==> src/rtl/axi4_lite_pkg.sv <==
// Shared AXI4-Lite definitions used by the register-bank slave and its master.
package axi4_lite_pkg;
  localparam int AXI_DATA_W = 32;
  localparam int AXI_STRB_W = 4;

  localparam logic [1:0] AXI_RESP_OKAY   = 2'b00;
  localparam logic [1:0] AXI_RESP_SLVERR = 2'b10;

  typedef enum logic {R_IDLE, R_RESP} rd_state_e;

  // Whole-word compare so upper address bits alias nothing.
  function automatic logic addr_in_range(input logic [31:0] addr, input int unsigned num_regs);
    return addr < (num_regs * 4);
  endfunction
endpackage

==> src/rtl/axi4_lite_slave_regs.sv <==
// AXI4-Lite register bank: buffered AW/W commit into byte-strobed registers,
// two-state read channel, per-register write pulses to the hardware side.
module axi4_lite_slave_regs
  import axi4_lite_pkg::*;
#(
  parameter int          NUM_REGS    = 16,
  parameter logic [31:0] RESET_VALUE = 32'h0000_0000
) (
  input  logic                       clk,
  input  logic                       rst_n,
  input  logic [31:0]                S_AXI_AWADDR,
  input  logic                       S_AXI_AWVALID,
  output logic                       S_AXI_AWREADY,
  input  logic [AXI_DATA_W-1:0]      S_AXI_WDATA,
  input  logic [AXI_STRB_W-1:0]      S_AXI_WSTRB,
  input  logic                       S_AXI_WVALID,
  output logic                       S_AXI_WREADY,
  output logic [1:0]                 S_AXI_BRESP,
  output logic                       S_AXI_BVALID,
  input  logic                       S_AXI_BREADY,
  input  logic [31:0]                S_AXI_ARADDR,
  input  logic                       S_AXI_ARVALID,
  output logic                       S_AXI_ARREADY,
  output logic [AXI_DATA_W-1:0]      S_AXI_RDATA,
  output logic [1:0]                 S_AXI_RRESP,
  output logic                       S_AXI_RVALID,
  input  logic                       S_AXI_RREADY,
  output logic [NUM_REGS*32-1:0]     reg_q,
  output logic [NUM_REGS-1:0]        reg_wr_pulse
);
  localparam int IDX_W = $clog2(NUM_REGS);

  logic                  aw_full, aw_hit;
  logic [IDX_W-1:0]      aw_idx;
  logic                  w_full;
  logic [AXI_DATA_W-1:0] w_data;
  logic [AXI_STRB_W-1:0] w_strb;
  logic                  commit, b_hs, ar_hs;
  logic [AXI_DATA_W-1:0] regs [NUM_REGS];
  rd_state_e             rd_state, rd_next;

  assign S_AXI_AWREADY = !aw_full;
  assign S_AXI_WREADY  = !w_full;
  // BVALID gates commit so a held buffer pair commits exactly once.
  assign commit = aw_full & w_full & !S_AXI_BVALID;
  assign b_hs   = S_AXI_BVALID & S_AXI_BREADY;

  // Write address buffer: decode once at capture.
  always_ff @(posedge clk or negedge rst_n) begin
    if (!rst_n) begin
      aw_full <= 1'b0;
      aw_hit  <= 1'b0;
      aw_idx  <= '0;
    end else if (b_hs) begin
      aw_full <= 1'b0;
    end else if (S_AXI_AWVALID && S_AXI_AWREADY) begin
      aw_full <= 1'b1;
      aw_hit  <= addr_in_range(S_AXI_AWADDR, NUM_REGS);
      aw_idx  <= S_AXI_AWADDR[2 +: IDX_W];
    end
  end

  always_ff @(posedge clk or negedge rst_n) begin
    if (!rst_n) begin
      w_full <= 1'b0;
      w_data <= '0;
      w_strb <= '0;
    end else if (b_hs) begin
      w_full <= 1'b0;
    end else if (S_AXI_WVALID && S_AXI_WREADY) begin
      w_full <= 1'b1;
      w_data <= S_AXI_WDATA;
      w_strb <= S_AXI_WSTRB;
    end
  end

  always_ff @(posedge clk or negedge rst_n) begin
    if (!rst_n) begin
      S_AXI_BVALID <= 1'b0;
      S_AXI_BRESP  <= AXI_RESP_OKAY;
      reg_wr_pulse <= '0;
    end else begin
      reg_wr_pulse <= '0;
      if (commit) begin
        S_AXI_BVALID <= 1'b1;
        S_AXI_BRESP  <= aw_hit ? AXI_RESP_OKAY : AXI_RESP_SLVERR;
        if (aw_hit) reg_wr_pulse[aw_idx] <= 1'b1;
      end else if (b_hs) begin
        S_AXI_BVALID <= 1'b0;
      end
    end
  end

  for (genvar i = 0; i < NUM_REGS; i++) begin : g_reg
    logic            wr_en;
    logic [AXI_DATA_W-1:0] r;

    assign wr_en = commit & aw_hit & (aw_idx == IDX_W'(i));

    always_ff @(posedge clk or negedge rst_n) begin
      if (!rst_n) begin
        r <= RESET_VALUE;
      end else if (wr_en) begin
        for (int k = 0; k < AXI_STRB_W; k++)
          if (w_strb[k]) r[8*k +: 8] <= w_data[8*k +: 8];
      end
    end

    assign regs[i]            = r;
    assign reg_q[32*i +: 32]  = r;
  end

  // Read channel: ARREADY only in R_IDLE, so one read per two cycles.
  assign S_AXI_RVALID  = (rd_state == R_RESP);
  assign S_AXI_ARREADY = (rd_state == R_IDLE);
  assign ar_hs         = S_AXI_ARVALID & S_AXI_ARREADY;

  always_ff @(posedge clk or negedge rst_n) begin
    if (!rst_n) rd_state <= R_IDLE;
    else        rd_state <= rd_next;
  end

  always_comb begin
    rd_next = rd_state;
    case (rd_state)
      R_IDLE: if (S_AXI_ARVALID) rd_next = R_RESP;
      R_RESP: if (S_AXI_RREADY)  rd_next = R_IDLE;
      default: rd_next = R_IDLE;
    endcase
  end

  // Sampled with the write on the same edge, so a colliding read sees the old value.
  always_ff @(posedge clk or negedge rst_n) begin
    if (!rst_n) begin
      S_AXI_RDATA <= '0;
      S_AXI_RRESP <= AXI_RESP_OKAY;
    end else if (ar_hs) begin
      if (addr_in_range(S_AXI_ARADDR, NUM_REGS)) begin
        S_AXI_RDATA <= regs[S_AXI_ARADDR[2 +: IDX_W]];
        S_AXI_RRESP <= AXI_RESP_OKAY;
      end else begin
        S_AXI_RDATA <= '0;
        S_AXI_RRESP <= AXI_RESP_SLVERR;
      end
    end
  end
endmodule

==> config.mk <==
export PLATFORM = sky130hd
export DESIGN_NAME = axi4_lite_slave_regs
export DESIGN_NICKNAME = d
export VERILOG_FILES = /design/src/rtl/axi4_lite_pkg.sv /design/src/rtl/axi4_lite_slave_regs.sv
export SDC_FILE = /design/constraint.sdc
export NUM_CORES = 1
export LEC_CHECK = 0
export BUFFER_PORTS_ARGS = -buffer_cell sky130_fd_sc_hd__buf_2
export CAP_MARGIN = 5
export CORE_MARGIN = 2
export CORE_UTILIZATION = 30
export CTS_BUF_LIST = sky130_fd_sc_hd__clkbuf_4 sky130_fd_sc_hd__clkbuf_8 sky130_fd_sc_hd__clkbuf_16
export CTS_CLUSTER_SIZE = 24
export DETAILED_ROUTE_END_ITERATION = 10
export SLEW_MARGIN = 20
export SYNTH_ARGS = -nofsm -noshare
export SYNTH_HDL_FRONTEND = slang
export SYNTH_SLANG_ARGS = --single-unit
export TNS_END_PERCENT = 30
==> constraint.sdc <==
create_clock -name clk -period 2.66 [get_ports clk]
set_input_delay 0.266 -clock clk [delete_from_list [all_inputs] [get_ports clk]]
set_output_delay 0.266 -clock clk [all_outputs]
set_load 0.1 [all_outputs]
Word-level counts from Yosys, hierarchy flattened
Index checks and enable logic that the tools add are counted.
W data, S select, Z words.

operators by class
  order comparisons = 5
  equal/unequal tests = 15
  mux-type cells = 19
  bitwise gates (word level) = 24
  reductions and logical operators = 76

operators by type and width
  kind                   number
  $reduce_and A2 Y1      66
  $bmux W32 S4           1
  $mux W32               3
  $lt A32 B7 Y1 const B  2
  $eq A4 B4 Y1 const B   8
  $mux W16               2
  $and A1 B1 Y1          21
  $eq A4 B3 Y1 const B   4
  $mux W1                9
  $eq A4 B2 Y1 const B   2
  $reduce_bool A2 Y1     3
  $ge A5 B5 Y1 const B   1
  $lt A4 B5 Y1 const B   1
  $not A4 Y5             1
  $demux W1 S4           1
  $eq A4 B1 Y1 const B   1
  $ge A4 B1 Y1 const B   1
  $logic_not A4 Y1       1
  $mux W2                2
  $logic_and A1 B1 Y1    3
  $logic_not A1 Y1       3
  $not A1 Y1             2
  $pmux W1 S2            1

word-level totals
  bits in registers = 609
  bits of input ports = 107

Logic depth before layout (Yosys ltp)
Gate-level depths: netlist (run 1).

  depth in word-level cells = 6
  gate-level depth with buffers = 7
  depth with buffers taken out = 4

Worst setup path after synthesis (run 1)
Ideal clock, no wire load.

  path kind = reg2reg
  from = register S_AXI_BVALID
  to = register g_reg[1].r[0]
  arrival = 2346 ps
  path slack = 189 ps
  cell stages (with the launch flop) = 6
  period minus slack after synthesis = 2471 ps
  path through = dfrtp_1 and4b_2 or3b_4 buf_8 nor2_8 mux2_2

on the way
  cells in the longest elaborated chain, start to end = 5

ends and longest elaborated chain
  item                           RTL line                     source
  start, declared                axi4_lite_slave_regs.sv:19   output logic S_AXI_BVALID,
  start signal, assigned         axi4_lite_slave_regs.sv:79   S_AXI_BVALID <= 1'b0;
  start signal, assigned         axi4_lite_slave_regs.sv:85   S_AXI_BVALID <= 1'b1;
  start signal, assigned         axi4_lite_slave_regs.sv:89   S_AXI_BVALID <= 1'b0;
  $logic_not A1 Y1               axi4_lite_slave_regs.sv:45   assign commit = aw_full & w_full & !S_AXI_BVALID;
  $and A1 B1 Y1                  axi4_lite_slave_regs.sv:45
  $and A1 B1 Y1 (2 in series)    axi4_lite_slave_regs.sv:98   assign wr_en = commit & aw_hit & (aw_idx == IDX_W'(i));
  $reduce_and A2 Y1 (no line)    n/a
  end signal, assigned by index  axi4_lite_slave_regs.sv:105  if (w_strb[k]) r[8*k +: 8] <= w_data[8*k +: 8];
  end, declared                  axi4_lite_slave_regs.sv:96   logic [AXI_DATA_W-1:0] r;

No other way between the ends.
A chain may end at the register's enable or synchronous reset.

Worst setup path in the final report (run 1)
  from = input port S_AXI_AWADDR[21]
  to = register aw_hit

on the way
  cells in the longest elaborated chain, start to end = 1

ends and longest elaborated chain
  item                  RTL line                    source
  start, declared       axi4_lite_slave_regs.sv:11  input logic [31:0] S_AXI_AWADDR,
  $lt A32 B7 Y1         axi4_lite_pkg.sv:13         return addr < (num_regs * 4);
  end signal, assigned  axi4_lite_slave_regs.sv:58  aw_hit <= addr_in_range(S_AXI_AWADDR, NUM_REGS);
  end, declared         axi4_lite_slave_regs.sv:33  logic aw_full, aw_hit;

No other way between the ends.

==> impl_metrics.toml, run 1 <==
[floorplanning]
floorplan.die_area_um2 = 93000
io_pins = 676
initial_core_utilization_pct = 30.2
die_h_um = 305
placement_rows = 110
core-area_um2 = 89900
dieWidth_um = 305

[critical_path]
timing.reg2reg.setup_slack_ps = 350
critical-path-slowest-cell = "sky130_fd_sc_hd__dlygate4sd3_1"
worstPathArrival_ps = 2940
timing.critical_path.required_ps = 3210
setup_crit_start_kind = "input pin"
critical_setup_path_class = "input pin to flip-flop"
max_stage_delay_ps = 570
buffer_and_inverter_count_on_the_worst_path = 5
cp_cell_sequence = "dlygate4sd3_1 > buf_2 > nor2_1 > dlygate4sd3_1 > nand4_1 > dlygate4sd3_1 > o31ai_1 > dlygate4sd3_1"
cpMostUsedCell = "sky130_fd_sc_hd__dlygate4sd3_1"
worst_path_dominant_cell_family = "buffers and inverters"
end_kind = "flip-flop"
r2r.worst_path.cells = 5
worstPathMaxFanout = 1
crit-reg2reg-capture = "g_reg[15].r[5]$_DFFE_PN0P_"
rr_startpoint = "S_AXI_BVALID$_DFFE_PN0P_"

[sta]
skew_ps = 18.7
finalWorstPathRequiredPeriod_ps = 2380
timing.slew.headroom_pct = 43.8
unrepaired_setup_endpoints_after_global_routing = "false"
timing.final.crit_share_pct = 89.6
tns_ps = 0
tightestPinTransition_ps = 842
clock.fmax_mhz = 420
finalSetupViolCount = 0
timing.final.hold_violations = 0
finalMaxSlewViolations = 0
post-route-worst-setup-slack_ps = 276

[clocking]
tritoncts = "done"
cts.sinks = 607
cts_buffers = 71
cts_buffer_depth = 3
root_buffer = "sky130_fd_sc_hd__clkbuf_16"
clock_tree.htree_level_count = 3
clk_pin_slew_worst_paths_ps = 60
worstSkewPairLatency_ps = 620
cts_repair_resize_count = 0

[min_path]
min_path_cells = 3
worst_hold_startpoint = "S_AXI_ARADDR[4]"
hold-path-endpoint = "S_AXI_RDATA[30]$_DFFE_PN0P_"
hold_path_class = "input pin to flip-flop"

[synth]
postSynthCellCount = 1974
synth.lib_cells_used.distinct = 37
netlist_area_before_placement_um2 = 27200
synthesis.area_per_instance_um2 = 13.8
ys_seq_elements = 607
seq_area_frac_synth_pct = 55.9
yosys_warnings = 0

[global_route]
aggregate_global_route_resource_usage_pct = 21.3
grt_max_degree = 85
antenna_found_initial = 3
first_global_vias = 20620
first_pass_grt_wire_length_um = 147000
global_route.overflow_total = 0

[pwr]
netSwitchingPower_w = 0.00702
p_leak_nw = 19.4
sequentialPowerShare_pct = 46.7
cellInternalPower_w = 0.0167
clkPwrFrac_pct = 43.4
peakVddDrop_uv = 779
netSwitchingFraction_pct = 29.6
p_comb_share_pct = 10.0
cellPowerDensity_nw_per_um2 = 663

[detailed_routing]
wirelength_met1_um = 43300
ant_nets = 0
viasPerCell = 5.03
wire_per_inst_um = 25.3
route.final.wire_length_um = 102000
met2RoutedLength_um = 48600
dr_total_vias = 20147
met3RoutedLength_um = 6460
highest_layer = "met4"
detailedRoute.firstIterationViolations = 1249
drt-pass1-iter-count = 5
drc = 0

[placement]
port-buffer-count = 669
dp_slack_ps = 321
place_area_um2 = 32800
dp.final_hpwl_um = 73000
gp_congestion = 0.843

[outcome]
run_status = "complete, no violations"

[cells_and_area]
drive_gt1_share_pct = 54.5
area_growth_syn_to_layout_pct = 31.6
postLayoutCellArea_um2 = 35800
num-nets-final = 2880

[job]
cap_violations = 0
-- placed cells by master, fill, tap and decap left out, drive strengths merged --
cell type	count
mux2i	253
nor2b	3
or4	1
inv	7
clkinvlp	1
nand4	2
nand3	20
nor3	67
a21boi	1
dfrtp	607
bufinv	5
and2	1
clkinv	10
conb	2
a211oi	1
buf	799
nand2	53
or2	1
nor4	12
nand3b	2
nand2b	5
dlygate4sd3	49
or3b	1
o31ai	34
o21ai	34
clkbuf	108
mux4	2
nor2	94
o21a	2
and3	2
mux2	552
o22ai	94
and4b	1
diode	5
-- flip-flops by register name, summed over array words and instances (netlist names), 4 cells and up --
| signal | count |
|---|---|
| g.r | 512 |
| aw_idx | 4 |
| w_strb | 4 |
| S_AXI_RDATA | 32 |
| w_data | 32 |
| reg_wr_pulse | 16 |
-- kinds of logic (layout without fill, tap and decap cells) --
family / after synthesis / in the layout / synth area share, %
other cells: 1 / 7 / 0.0138
flops: 607 / 607 / 55.9
compound gates: 166 / 166 / 3.84
mux: 807 / 807 / 32.4
buf+inv: 128 / 979 / 2.06
simple gates: 265 / 265 / 5.84
-- synthesized netlist by cell type, drive strengths merged --
library cell / count / area share [%]
or2: 1 / 0.023
dfrtp: 607 / 56
conb: 1 / 0.014
a21boi: 1 / 0.028
a211oi: 1 / 0.028
inv: 5 / 0.069
or4: 1 / 0.028
nand2b: 5 / 0.12
clkbuf: 73 / 1.0
mux4: 2 / 0.17
o21a: 2 / 0.055
and4b: 1 / 0.041
o21ai: 34 / 0.63
nand4: 2 / 0.046
o22ai: 94 / 2.2
nor4: 12 / 0.28
mux2i: 253 / 9.3
nand2: 53 / 0.73
nor2b: 3 / 0.069
or3b: 1 / 0.041
mux2: 552 / 23
nor3: 67 / 1.2
o31ai: 34 / 0.94
buf: 50 / 0.98
and2: 1 / 0.023
nor2: 94 / 2.6
nand3: 20 / 0.55
nand3b: 2 / 0.055
and3: 2 / 0.046
-- worst max path at each step --
stage	start	to	slack, ps	cells after the start
2_1_floorplan	S_AXI_BVALID$_DFFE_PN0P_	g_reg[1].r[0]$_DFFE_PN0P_	190	5
3_3_place_gp	S_AXI_BVALID$_DFFE_PN0P_	g_reg[15].r[5]$_DFFE_PN0P_	360	5
4_1_cts	S_AXI_BVALID$_DFFE_PN0P_	g_reg[14].r[31]$_DFFE_PN0P_	290	5
3_5_place_dp	S_AXI_BVALID$_DFFE_PN0P_	g_reg[14].r[30]$_DFFE_PN0P_	320	5
6_report	S_AXI_AWADDR[21]	aw_hit$_DFFE_PN0P_	280	8
5_1_grt	S_AXI_AWADDR[21]	aw_hit$_DFFE_PN0P_	160	8
-- power groups by stage --
stage / logic (W) / registers, W / clock network, W
3_3_place_gp: 0.00233 / 0.0112 / 0
3_5_place_dp: 0.00235 / 0.0112 / 0
5_1_grt: 0.00253 / 0.0112 / 0.0109
6_report: 0.00236 / 0.0111 / 0.0103
2_1_floorplan: 0.00180 / 0.0102 / 0
4_1_cts: 0.00242 / 0.0110 / 0.0105
-- metrics by stage --
step           utilization (%)  total power, W  instances  hold WS, ps
3_5_place_dp              36.5          0.0136       3827          382
4_1_cts                   39.8          0.0240       4002          119
2_1_floorplan                -          0.0120       1975        -29.6
6_report                  39.8          0.0237       4007          169
5_1_grt                   39.8          0.0246       4003          145
3_3_place_gp              36.5          0.0135       3827          376
-- layer usage --
layer	global-route usage [%]	vias to the layer above
li1	-	8847
met1	27.8	10452
met2	34.8	692
met3	4.92	156
met4	7.48	0
met5	0	-
-- what timing repair did --
item,in CTS,in global routing
setup buffers,0,0
hold buffers,49,0
endpoints found under the hold margin,103,0
-- cell type report --
class	count	area, µm²
diodes	5	12.5
clock buffers	108	2230
clock inverters	18	248
fillers	8683	54100
inverters	5	18.8
multi-input cells	1240	11500
flip-flops and latches	607	15200
well taps	1176	1470
repair buffers	848	5110
-- worst min-delay path, cell delays in order --
cell                       delay, ps
sky130_fd_sc_hd__buf_2           160
sky130_fd_sc_hd__a211oi_1        200
sky130_fd_sc_hd__o31ai_1          90
No activity file was read; power rests on OpenSTA's default activity.
==> run 2, diff against run 1 <==
--- a/config.mk
+++ b/config.mk
@@ -7,11 +7,14 @@
 export LEC_CHECK = 0
 export BUFFER_PORTS_ARGS = -buffer_cell sky130_fd_sc_hd__buf_2
 export CAP_MARGIN = 5
+export CELL_PAD_IN_SITES_DETAIL_PLACEMENT = 1
+export CELL_PAD_IN_SITES_GLOBAL_PLACEMENT = 1
 export CORE_MARGIN = 2
 export CORE_UTILIZATION = 30
 export CTS_BUF_LIST = sky130_fd_sc_hd__clkbuf_4 sky130_fd_sc_hd__clkbuf_8 sky130_fd_sc_hd__clkbuf_16
 export CTS_CLUSTER_SIZE = 24
 export DETAILED_ROUTE_END_ITERATION = 10
+export PLACE_DENSITY_LB_ADDON = 0.1
 export SLEW_MARGIN = 20
 export SYNTH_ARGS = -nofsm -noshare
 export SYNTH_HDL_FRONTEND = slang
==> impl_metrics.toml, run 2 (synthesized netlist as in run 1, its figures left out) <==
[sta]
timing.final.crit_share_pct = 92.8
finalSetupViolCount = 0
unrepaired_setup_endpoints_after_global_routing = "false"
finalWorstPathRequiredPeriod_ps = 2470
post-route-worst-setup-slack_ps = 193
finalMaxSlewViolations = 0
tightestPinTransition_ps = 766
skew_ps = 29.2
clock.fmax_mhz = 405
timing.slew.headroom_pct = 48.9
tns_ps = 0
timing.final.hold_violations = 0

[pwr]
cellPowerDensity_nw_per_um2 = 663
sequentialPowerShare_pct = 46.8
peakVddDrop_uv = 482
p_comb_share_pct = 9.6
netSwitchingPower_w = 0.00714
clkPwrFrac_pct = 43.5
netSwitchingFraction_pct = 30.3
cellInternalPower_w = 0.0164
p_leak_nw = 19.3
post-layout-total-power_w = 0.0235

[floorplanning]
dieWidth_um = 305
io_pins = 676
initial_core_utilization_pct = 30.2
floorplan.die_area_um2 = 93000
die_h_um = 305
core-area_um2 = 89900
placement_rows = 110

[global_route]
antenna_found_initial = 3
global_route.overflow_total = 0
aggregate_global_route_resource_usage_pct = 23.8
first_global_vias = 21930
grt_max_degree = 84
first_pass_grt_wire_length_um = 161000

[clocking]
cts_repair_resize_count = 0
cts_buffers = 75
cts.sinks = 607
worstSkewPairLatency_ps = 630
cts_buffer_depth = 3
clk_pin_slew_worst_paths_ps = 60
clock_tree.htree_level_count = 3
root_buffer = "sky130_fd_sc_hd__clkbuf_16"
tritoncts = "done"
post_cts.repair.setup_buffers = 0

[job]
cap_violations = 0

[detailed_routing]
drt-pass1-iter-count = 5
viasPerCell = 5.03
detailedRoute.firstIterationViolations = 1047
ant_nets = 0
wire_per_inst_um = 28.2
dr_total_vias = 20007
drc = 0
route.final.wire_length_um = 112000

[critical_path]
crit-reg2reg-capture = "g_reg[11].r[12]$_DFFE_PN0P_"
critical-path-slowest-cell = "sky130_fd_sc_hd__dfrtp_1"
setup_crit_start_kind = "flip-flop"
critical_setup_path_class = "flip-flop to flip-flop"
end_kind = "flip-flop"
worst_path_dominant_cell_family = "simple AND/OR/NAND/NOR gates"
rr_startpoint = "aw_idx[1]$_DFFE_PN0P_"
timing.critical_path.required_ps = 3160
worstPathMaxFanout = 12
r2r.worst_path.cells = 5
cp_cell_sequence = "and2_1 > nand2_1 > nor2_2 > buf_4 > mux2_2"
max_stage_delay_ps = 560
worstPathArrival_ps = 2970
buffer_and_inverter_count_on_the_worst_path = 1
timing.reg2reg.setup_slack_ps = 190

[min_path]
hold_path_class = "input pin to flip-flop"
hold-path-endpoint = "aw_hit$_DFFE_PN0P_"
min_path_cells = 4
worst_hold_startpoint = "S_AXI_AWADDR[20]"

[placement]
dp_slack_ps = 162
port-buffer-count = 669
dp.final_hpwl_um = 78800
gp_congestion = 0.816

[cells_and_area]
layout.core_utilization_pct = 39.5
final_common_cell = "sky130_fd_sc_hd__buf_2"
drive_gt1_share_pct = 54.1
area_growth_syn_to_layout_pct = 30.5
num-nets-final = 2847
fill_cell_instance_count_of_the_final_layout = 9491
layout_top_registers = "g.r: 512 flops, S_AXI_RDATA: 32 flops, w_data: 32 flops"
largest_reg_flops = 512
layout.cells.most_common_list = "sky130_fd_sc_hd__buf_2 (667), sky130_fd_sc_hd__dfrtp_1 (607), sky130_fd_sc_hd__mux2_2 (544)"
max_flop_register = "g.r"

[outcome]
run_status = "complete, no violations"
-- run 2: cell types whose count changed in the layout (fill, tap and decap cells not counted), sizes merged --
cell,delta
buf,-33
dlygate4sd3,-4
clkinvlp,-1
inv,+4
clkinv,+5
bufinv,-3
-- run 2: per-stage QoR --
stage / area (µm²) / hold slack (ps) / std cells
after CTS: 35500 / 2.68 / 3970
after floorplan: 27200 / -29.6 / 1975
final: 35500 / 20.7 / 3975
after detailed placement: 32500 / 251 / 3794
after global routing: 35500 / 9.24 / 3972
after global placement: 32500 / 248 / 3794
-- run 2: worst max-delay path by stage --
stage                                   startpoint                          end  slack [ps]  depth (start not counted)
after floorplan           S_AXI_BVALID$_DFFE_PN0P_    g_reg[1].r[0]$_DFFE_PN0P_         190                          5
after global placement       aw_idx[1]$_DFFE_PN0P_  g_reg[11].r[11]$_DFFE_PN0P_         250                          5
after detailed placement     aw_idx[1]$_DFFE_PN0P_  g_reg[11].r[12]$_DFFE_PN0P_         160                          5
after CTS                    aw_idx[1]$_DFFE_PN0P_  g_reg[11].r[12]$_DFFE_PN0P_         150                          5
after global routing         aw_idx[1]$_DFFE_PN0P_  g_reg[11].r[15]$_DFFE_PN0P_          50                          5
final                        aw_idx[1]$_DFFE_PN0P_  g_reg[11].r[12]$_DFFE_PN0P_         190                          5
-- run 2: layout make-up --
cell class	instances	area (µm²)	share of cell area [%]
multi-input combinational	1240	11500	32.3
antenna	5	12.5	0.0353
inverter	5	18.8	0.0529
clock buffer	108	2220	6.25
sequential	607	15200	42.8
clock inverter	23	246	0.695
timing repair buffer	811	4850	13.7
tap	1176	1470	4.15
-- run 2: repair_timing --
| item | CTS | global route |
|---|---|---|
| hold endpoints to repair | 83 | 0 |
| endpoints found under the setup margin | 0 | 0 |
| hold buffers | 45 | 0 |
-- run 2: per-layer routing --
layer / global-route usage (%) / vias up / routed length (µm)
met5: 0 / - / 0
met3: 5.20 / 154 / 6170
met2: 40.2 / 577 / 54600
met4: 7.41 / 0 / 3430
li1: - / 8747 / -
met1: 30.2 / 10529 / 47800
-- run 2: power by group through the flow --
| stage | logic [W] | clock network [W] | registers, W |
|---|---|---|---|
| final | 0.00227 | 0.0102 | 0.0110 |
| after global routing | 0.00245 | 0.0110 | 0.0112 |
| after global placement | 0.00222 | 0 | 0.0111 |
| after detailed placement | 0.00226 | 0 | 0.0112 |
| after CTS | 0.00232 | 0.0106 | 0.0110 |
| after floorplan | 0.00180 | 0 | 0.0102 |
-- run 2: worst register-to-register path, cell delays in order, from the launching register on --
cell,delay (ps)
sky130_fd_sc_hd__dfrtp_1,560
sky130_fd_sc_hd__and2_1,490
sky130_fd_sc_hd__nand2_1,300
sky130_fd_sc_hd__nor2_2,420
sky130_fd_sc_hd__buf_4,240
sky130_fd_sc_hd__mux2_2,340
